**config.mk**
```make
export PLATFORM = sky130hd
export DESIGN_NAME = dmem_copy_engine
export DESIGN_NICKNAME = d
export VERILOG_FILES = /design/src/rtl/dmem_copy_engine.sv
export SDC_FILE = /design/constraint.sdc
export NUM_CORES = 1
export LEC_CHECK = 0
export CORE_MARGIN = 2
export CORE_UTILIZATION = 50
export DETAILED_ROUTE_END_ITERATION = 7
export HOLD_SLACK_MARGIN = 0.06
export PLACE_DENSITY = 0.84
export SKIP_LAST_GASP = 1
export SLEW_MARGIN = 20
export SYNTH_ARGS = -nofsm -noshare
export SYNTH_HDL_FRONTEND = slang
export SYNTH_SLANG_ARGS = --single-unit
```
**constraint.sdc**
```tcl
create_clock -name clk -period 2.65 [get_ports clk]
set_input_delay 0.795 -clock clk [delete_from_list [all_inputs] [get_ports clk]]
set_output_delay 0.795 -clock clk [all_outputs]
set_load 0.02 [all_outputs]
```
**src/rtl/dmem_copy_engine.sv**
```systemverilog
`default_nettype none
// ============================================================================
// Module   : dmem_copy_engine
// Brief    : Bus master for the word-addressed data memory; copies or fills a
//            block of words on a single start request.
// Revision : 1.0  initial release
// ============================================================================
module dmem_copy_engine #(
  parameter int LEN_W = 16
) (
  input  logic             clk,
  input  logic             rst,
  input  logic             start,
  input  logic             mode,
  input  logic [31:0]      src_addr,
  input  logic [31:0]      dst_addr,
  input  logic [LEN_W-1:0] len,
  input  logic [31:0]      fill_data,
  input  logic             abort,
  output logic             busy,
  output logic             done,
  output logic [LEN_W-1:0] words_done,
  output logic             mem_read,
  output logic             mem_wrtd,
  output logic [31:0]      mem_address,
  output logic [31:0]      mem_din,
  input  logic [31:0]      mem_dout
);

  typedef enum logic [2:0] {
    S_IDLE = 3'd0,
    S_RD   = 3'd1,
    S_WR   = 3'd2,
    S_FILL = 3'd3,
    S_DONE = 3'd4
  } state_t;

  state_t           r_state;
  state_t           w_next;
  logic [31:0]      r_src;
  logic [31:0]      r_dst;
  logic [31:0]      r_fill;
  logic [31:0]      r_addr_q;
  logic [31:0]      r_din_q;
  logic [LEN_W-1:0] r_rem;
  logic [LEN_W-1:0] r_words_done;

  logic             w_last;
  logic             w_read;
  logic             w_wrtd;
  logic [31:0]      w_addr;
  logic [31:0]      w_din;

  assign w_last = (r_rem == LEN_W'(1));

  always_comb begin
    w_next = r_state;
    case (r_state)
      S_IDLE: begin
        if (start) begin
          if (len == '0)     w_next = S_DONE;
          else if (mode)     w_next = S_FILL;
          else               w_next = S_RD;
        end
      end
      S_RD:   w_next = abort ? S_DONE : S_WR;
      S_WR:   w_next = (abort || w_last) ? S_DONE : S_RD;
      S_FILL: w_next = (abort || w_last) ? S_DONE : S_FILL;
      S_DONE: w_next = S_IDLE;
      default: w_next = S_IDLE;
    endcase
  end

  // Address and data hold their last presented value outside active states.
  always_comb begin
    w_read = 1'b0;
    w_wrtd = 1'b0;
    w_addr = r_addr_q;
    w_din  = r_din_q;
    case (r_state)
      S_RD: begin
        w_read = 1'b1;
        w_addr = r_src;
      end
      S_WR: begin
        w_wrtd = 1'b1;
        w_addr = r_dst;
        w_din  = mem_dout;
      end
      S_FILL: begin
        w_wrtd = 1'b1;
        w_addr = r_dst;
        w_din  = r_fill;
      end
      default: ;
    endcase
  end

  always_ff @(posedge clk) begin
    if (rst) begin
      r_state      <= S_IDLE;
      r_src        <= '0;
      r_dst        <= '0;
      r_fill       <= '0;
      r_addr_q     <= '0;
      r_din_q      <= '0;
      r_rem        <= '0;
      r_words_done <= '0;
    end else begin
      r_state  <= w_next;
      r_addr_q <= w_addr;
      r_din_q  <= w_din;
      case (r_state)
        S_IDLE: begin
          if (start) begin
            r_src        <= src_addr;
            r_dst        <= dst_addr;
            r_rem        <= len;
            r_fill       <= fill_data;
            r_words_done <= '0;
          end
        end
        S_WR: begin
          r_words_done <= r_words_done + LEN_W'(1);
          r_src        <= r_src + 32'd1;
          r_dst        <= r_dst + 32'd1;
          r_rem        <= r_rem - LEN_W'(1);
        end
        S_FILL: begin
          r_words_done <= r_words_done + LEN_W'(1);
          r_dst        <= r_dst + 32'd1;
          r_rem        <= r_rem - LEN_W'(1);
        end
        default: ;
      endcase
    end
  end

  assign busy        = (r_state == S_RD) || (r_state == S_WR) || (r_state == S_FILL);
  assign done        = (r_state == S_DONE);
  assign words_done  = r_words_done;
  assign mem_read    = w_read;
  assign mem_wrtd    = w_wrtd;
  assign mem_address = w_addr;
  assign mem_din     = w_din;

endmodule
`default_nettype wire

```
==> qor.csv, run 1 <==
metric;value;unit
netlist_instances;1181;
crit_path_top_delay_cell;dfxtp_4;
crit_required;1.86;ns
critPathBufInv;4;
status;completed;
finalWirelength;30.93;mm
slew_violations;0;
clock_latency;0.44;ns
post-dp-hpwl;21.67;mm
track_usage;0.2960;
synth.distinct_cells;69;
finalSetupViolations;0;
maxCapViolations;0;
ant_nets;0;
grt_overflow_total;0;
cts_tree;done;
fmaxAchievable;379.9;MHz
final_util;0.6900;
power_density;741.4;mW/mm^2
crit_chain;buf_4, nor2_2, or2_4, buf_12, nand2_1, o21ai_0, buf_4, buf_2;
gp_congestion;0.9100;
worst_path_most_repeated_cell;buf_4;
grt_max_degree;66;
die_w;142.0;um
ys.flop_type;dfxtp_1;
die-area;0.02017;sq mm
final-hold-violation-count;0;
ys_seq_area_frac;0.4099;
period_share;0.9934;
drt_iter0_drc;1004;
critPathMaxFanout;17;
dr_total_vias;9935;
synth_nets;1335;
area_delta_synth_final;35.53;%
synth-async-reset-ratio;0;
via_per_inst;6.010;
avgSynthCellArea;8.063;sq um
crit_path_end_kind;output port;
antenna_found_initial;1;
ys_ff_latch;195;
worst_pin_slew;0.6765;ns
cts_root_buffer;clkbuf_16;
initial_utilization;0.5091;
holdWs;0.4622;ns
diodes;0;
syn_area;0.009523;sq mm
ys_warn_count;0;
numCtsBuffers;17;
clk_pin_slew;0.07;ns
path_class;flop to output port;
slowest_delay;0.38;ns
port_buffers;232;
coreArea;0.01871;sq mm
slew_headroom;0.5448;
cts_buffer_depth;2;
htreeDepth;4;
drive_above_1_share;0.1367;
grt_pass1_wl;47.79;mm
cts.sinks;195;
critPathTopFamily;buffers and inverters;
final_nets;1561;
hp-class;flop to flop;
irDropWorstVdd;0.5422;mV
holdBufCountCts;0;
rsz0062_at_grt;yes;
drtPass1Iterations;5;
wl_per_cell;18.71;um
rows;50;
fin_skew;0.01235;ns
period_minus_slack;2.633;ns
start_kind;flop;
power.leakage;4.780;nW
drc;0;
die_y;142.0;um
top_level_ports;233;
synth-edff-count;0;
arrival;1.84;ns
grt_pass1_vias;9338;
-- worst min-delay path: cells and delay by family, from the launching register on --
| kind | cells | cell delay [ns] |
|---|---|---|
| and+or+nand+nor | 1 | 0.05 |
| DFF | 1 | 0.31 |
| AOI/OAI and AO/OA | 1 | 0.06 |
-- timing repair --
action	CTS	global route
resized for setup	289	60
setup buffers	1	2
cloned	0	4
endpoints found under the setup margin	68	57
pin swaps	0	2
-- power by group --
| part | total (mW) | switching [mW] | internal (mW) |
|---|---|---|---|
| sequential | 3.69 | 0.366 | 3.32 |
| clock | 2.55 | 1.23 | 1.33 |
| combinational | 3.33 | 1.86 | 1.47 |
-- stage by stage --
| step | area, sq um | setup slack (ns) | setup TNS (ns) | std cells | power (mW) |
|---|---|---|---|---|---|
| after floorplan | 9523 | 0.06026 | 0 | 1181 | 5.504 |
| after global placement | 12350 | -0.3261 | -9.016 | 1615 | 6.926 |
| after detailed placement | 12350 | -0.3589 | -10.03 | 1615 | 7.006 |
| after CTS | 12910 | -0.1885 | -0.4194 | 1647 | 9.471 |
| after global routing | 12910 | -0.03344 | -0.1524 | 1653 | 10.00 |
| final | 12910 | 0.01741 | 0 | 1653 | 9.568 |
-- layout by cell type, fill, tap and decap left out, drive strengths merged, types with 13 or more instances in the layout --
cell and instances:
clkdlybuf4s50 163, o211ai 16, a21oi 71, a31oi 24
mux2i 33, xor2 15, nand2 186, or3 13
clkdlybuf4s15 24, nor2b 66, nor4 21, nor2 67
nand4 22, dfxtp 195, nand3 38, a22oi 40
inv 20, nor3 39, clkbuf 22, buf 107
a211oi 19, o21ai 80
-- cell families after synthesis --
logic type,after synthesis,synth area share
DFF,195,0.4099
adders and majority gates,5,0.006569
muxes,34,0.03587
xor gates and xnor gates,20,0.01839
AOI/OAI and AO/OA,308,0.2060
buffers and inverters,108,0.04993
and+or+nand+nor,511,0.2733
-- sequential cells by signal (all words and copies together), names as in the netlist --
name        cells
r_src          32
r_dst          32
r_rem          16
r_din_q        32
words_done     16
r_addr_q       32
r_fill         32
r_state         3
-- metal layers --
layer,track usage,part of all wire
met5,0,0.00039
met4,0.1263,0.035
met2,0.4872,0.48
met3,0.04845,0.080
met1,0.3862,0.41
-- Yosys cell counts (7+ instances only) --
master | instances | area, sq um
and3_1 | 11 | 68.82
o21bai_1 | 7 | 52.55
clkbuf_1 | 63 | 236.5
nand4_1 | 21 | 131.4
nand3_1 | 38 | 190.2
buf_1 | 11 | 41.29
nor3_1 | 38 | 190.2
a221oi_1 | 7 | 61.31
inv_1 | 13 | 48.80
a31oi_1 | 24 | 150.1
buf_2 | 14 | 70.07
and2_1 | 7 | 43.79
dfxtp_1 | 195 | 3904
nor2b_1 | 66 | 412.9
nand2_1 | 186 | 698.2
mux2i_1 | 33 | 330.3
nand2b_1 | 7 | 43.79
a211oi_1 | 19 | 142.6
xor2_1 | 15 | 131.4
or4_1 | 9 | 67.56
or3_1 | 11 | 68.82
nor2_1 | 67 | 251.5
a22oi_1 | 40 | 300.3
o21ai_0 | 80 | 400.4
o211ai_1 | 16 | 120.1
nor4_1 | 18 | 112.6
a21oi_1 | 71 | 355.3
a311oi_1 | 7 | 61.31
-- path summary, 6_finish.rpt --
| check | startpoint | to | slack (ns) | depth (start not counted) |
|---|---|---|---|---|
| setup / recovery | r_state[1] | mem_address[6] | 0.02 | 8 |
| hold / removal | r_fill[27] | r_fill[27] | 0.46 | 2 |
| setup reg to reg | r_state[1] | r_dst[16] | 0.20 | 10 |
| hold reg to reg | r_fill[27] | r_fill[27] | 0.46 | 2 |
-- area by class of cell --
cell class / count / area (sq um)
sequential: 195 / 3909
timing repair buffer: 302 / 2898
fill: 1499 / 5799
clock inverter: 14 / 146.4
inverter: 13 / 48.80
clock buffer: 17 / 425.4
tap: 234 / 292.8
multi-input combinational: 878 / 5186
Note: power is estimated with default switching activity, not from simulation.
==> inputs of run 2 (changes only) <==
- CORE_UTILIZATION: 50 -> 52
- CTS_BUF_LIST: default -> sky130_fd_sc_hd__clkbuf_2
- PLACE_DENSITY: 0.84 -> 0.86
- SLEW_MARGIN: 20 -> 10
==> qor.csv, run 2 (synthesis gave the netlist of run 1 again) <==
metric;value;unit
path_class;flop to output port;
htreeDepth;4;
critPathMaxFanout;11;
power.leakage;5.203;nW
setup-tns-final;-19.95;ns
coreArea;0.01796;sq mm
finalNonFillerCells;1681;
dpl-instance-area;0.01225;sq mm
finalWirelength;37.46;mm
top_level_ports;233;
final-hold-violation-count;0;
slowest_delay;0.49;ns
ant_nets;0;
dr_total_vias;10940;
worstReg2RegStart;r_src[3];
clock_latency;0.82;ns
status;finished, violations left;
die_y;139.3;um
rows;49;
mostFrequentLayoutCell;dfxtp_1;
arrival;2.30;ns
final_nets;1592;
grt_overflow_total;0;
cts.sinks;195;
rsz0062_at_grt;yes;
hp-class;input pin to flop;
setup_ws;-0.4456;ns
crit_path_end_kind;output port;
drive_above_1_share;0.2061;
initial_utilization;0.5301;
cts_root_buffer;clkbuf_2;
power_density;718.4;mW/mm^2
port_buffers;232;
worst_pin_slew;0.6211;ns
seqPwrFrac;0.383;
crit_path_top_delay_cell;dfxtp_4;
clk_pin_slew;0.27;ns
period_minus_slack;3.096;ns
crit_chain;buf_12, nand2b_4, buf_6, buf_16, o21ai_1, buf_4;
pwr-share-comb;0.443;
area_delta_synth_final;44.17;%
slew_violations;0;
power_switching_share;0.3965;
numCtsBuffers;17;
start_kind;flop;
via_per_inst;6.506;
slew_headroom;0.5828;
drtPass1Iterations;8;
cts_tree;done;
die_w;139.3;um
fmaxAchievable;323.0;MHz
irDropWorstVdd;0.4172;mV
dp_cells;1597;
crit_required;1.86;ns
die-area;0.01941;sq mm
crit_start;r_state[1];
final_cell_mix;dfxtp_1 (185), nand2_1 (173), clkdlybuf4s50_1 (147);
period_share;1.168;
antenna_found_initial;1;
wl_per_cell;22.28;um
grt_pass1_wl;54.10;mm
holdCritStartpoint;rst;
grt_pass1_vias;10300;
maxCapViolations;0;
num-fill-cells;1197;
p_int;5.953;mW
failed_checks;DRC, setup timing;
clkPwrFrac;0.174;
design_area;0.01373;sq mm
grt_max_degree;79;
drt_iter0_drc;1307;
post-dp-hpwl;21.23;mm
track_usage;0.3473;
fin_skew;0.03993;ns
switchingPower;3.911;mW
final_util;0.7643;
finalSetupViolations;66;
gp_congestion;0.9282;
cts_buffer_depth;2;
drc;1;
[run 2: final timing paths]
path	slack, ns	depth (start not counted)	end
worst max-delay path	-0.45	6	mem_din[26]
worst min-delay path	0.43	2	r_addr_q[31]
worst max register to register	0.05	5	r_src[27]
worst min register to register	0.48	2	r_fill[21]
[run 2: cell type report]
class / instances / area [sq um] / area share
inverters: 13 / 53.80 / 0.003919
flip-flops and latches: 195 / 3924 / 0.2858
clock inverters: 15 / 198.9 / 0.01449
multi-input cells: 880 / 5680 / 0.4137
repair buffers: 331 / 3498 / 0.2548
clock buffers: 17 / 85.08 / 0.006197
diodes: 1 / 2.502 / 0.0001823
well taps: 229 / 286.5 / 0.02087
[run 2: per-stage QoR]
stage / hold WS [ns] / setup slack, ns / power (mW)
3_5_place_dp: 0.4481 / -0.3760 / 6.937
6_report: 0.4307 / -0.4456 / 9.864
4_1_cts: 0.3740 / -0.3488 / 9.293
2_1_floorplan: 0.4360 / 0.06026 / 5.504
3_3_place_gp: 0.4422 / -0.3301 / 6.843
5_1_grt: 0.4045 / -0.4797 / 10.19
[run 2: metal layers]
metal / track usage / share of wire / up-vias
li1: - / - / 4790
met1: 0.4249 / 0.36 / 5049
met2: 0.5526 / 0.46 / 871
met3: 0.08947 / 0.12 / 227
met4: 0.2063 / 0.063 / 0
met5: 0 / 0 / -
[run 2: repair_timing]
| action | 4_1_cts | 5_1_grt |
|---|---|---|
| gates resized for setup | 565 | 61 |
| hold buffers | 0 | 0 |
| setup buffers | 22 | 9 |
| gates cloned | 16 | 5 |
| setup endpoints to repair | 84 | 71 |
| pin swaps | 13 | 14 |
[run 2: power groups by stage]
stage	clock network, mW	registers [mW]	logic (mW)
floorplan	0	3.61	1.89
global placement	0	3.72	3.12
detailed placement	0	3.74	3.20
CTS	1.69	3.70	3.89
global route	1.81	3.81	4.58
finish	1.72	3.78	4.37
[run 2: critical path, delay by kind of cell, from the launching register on]
kind            cells  cell delay, ns
buf+inv             4            0.65
simple gates        1            0.11
flops               1            0.49
compound gates      1            0.25
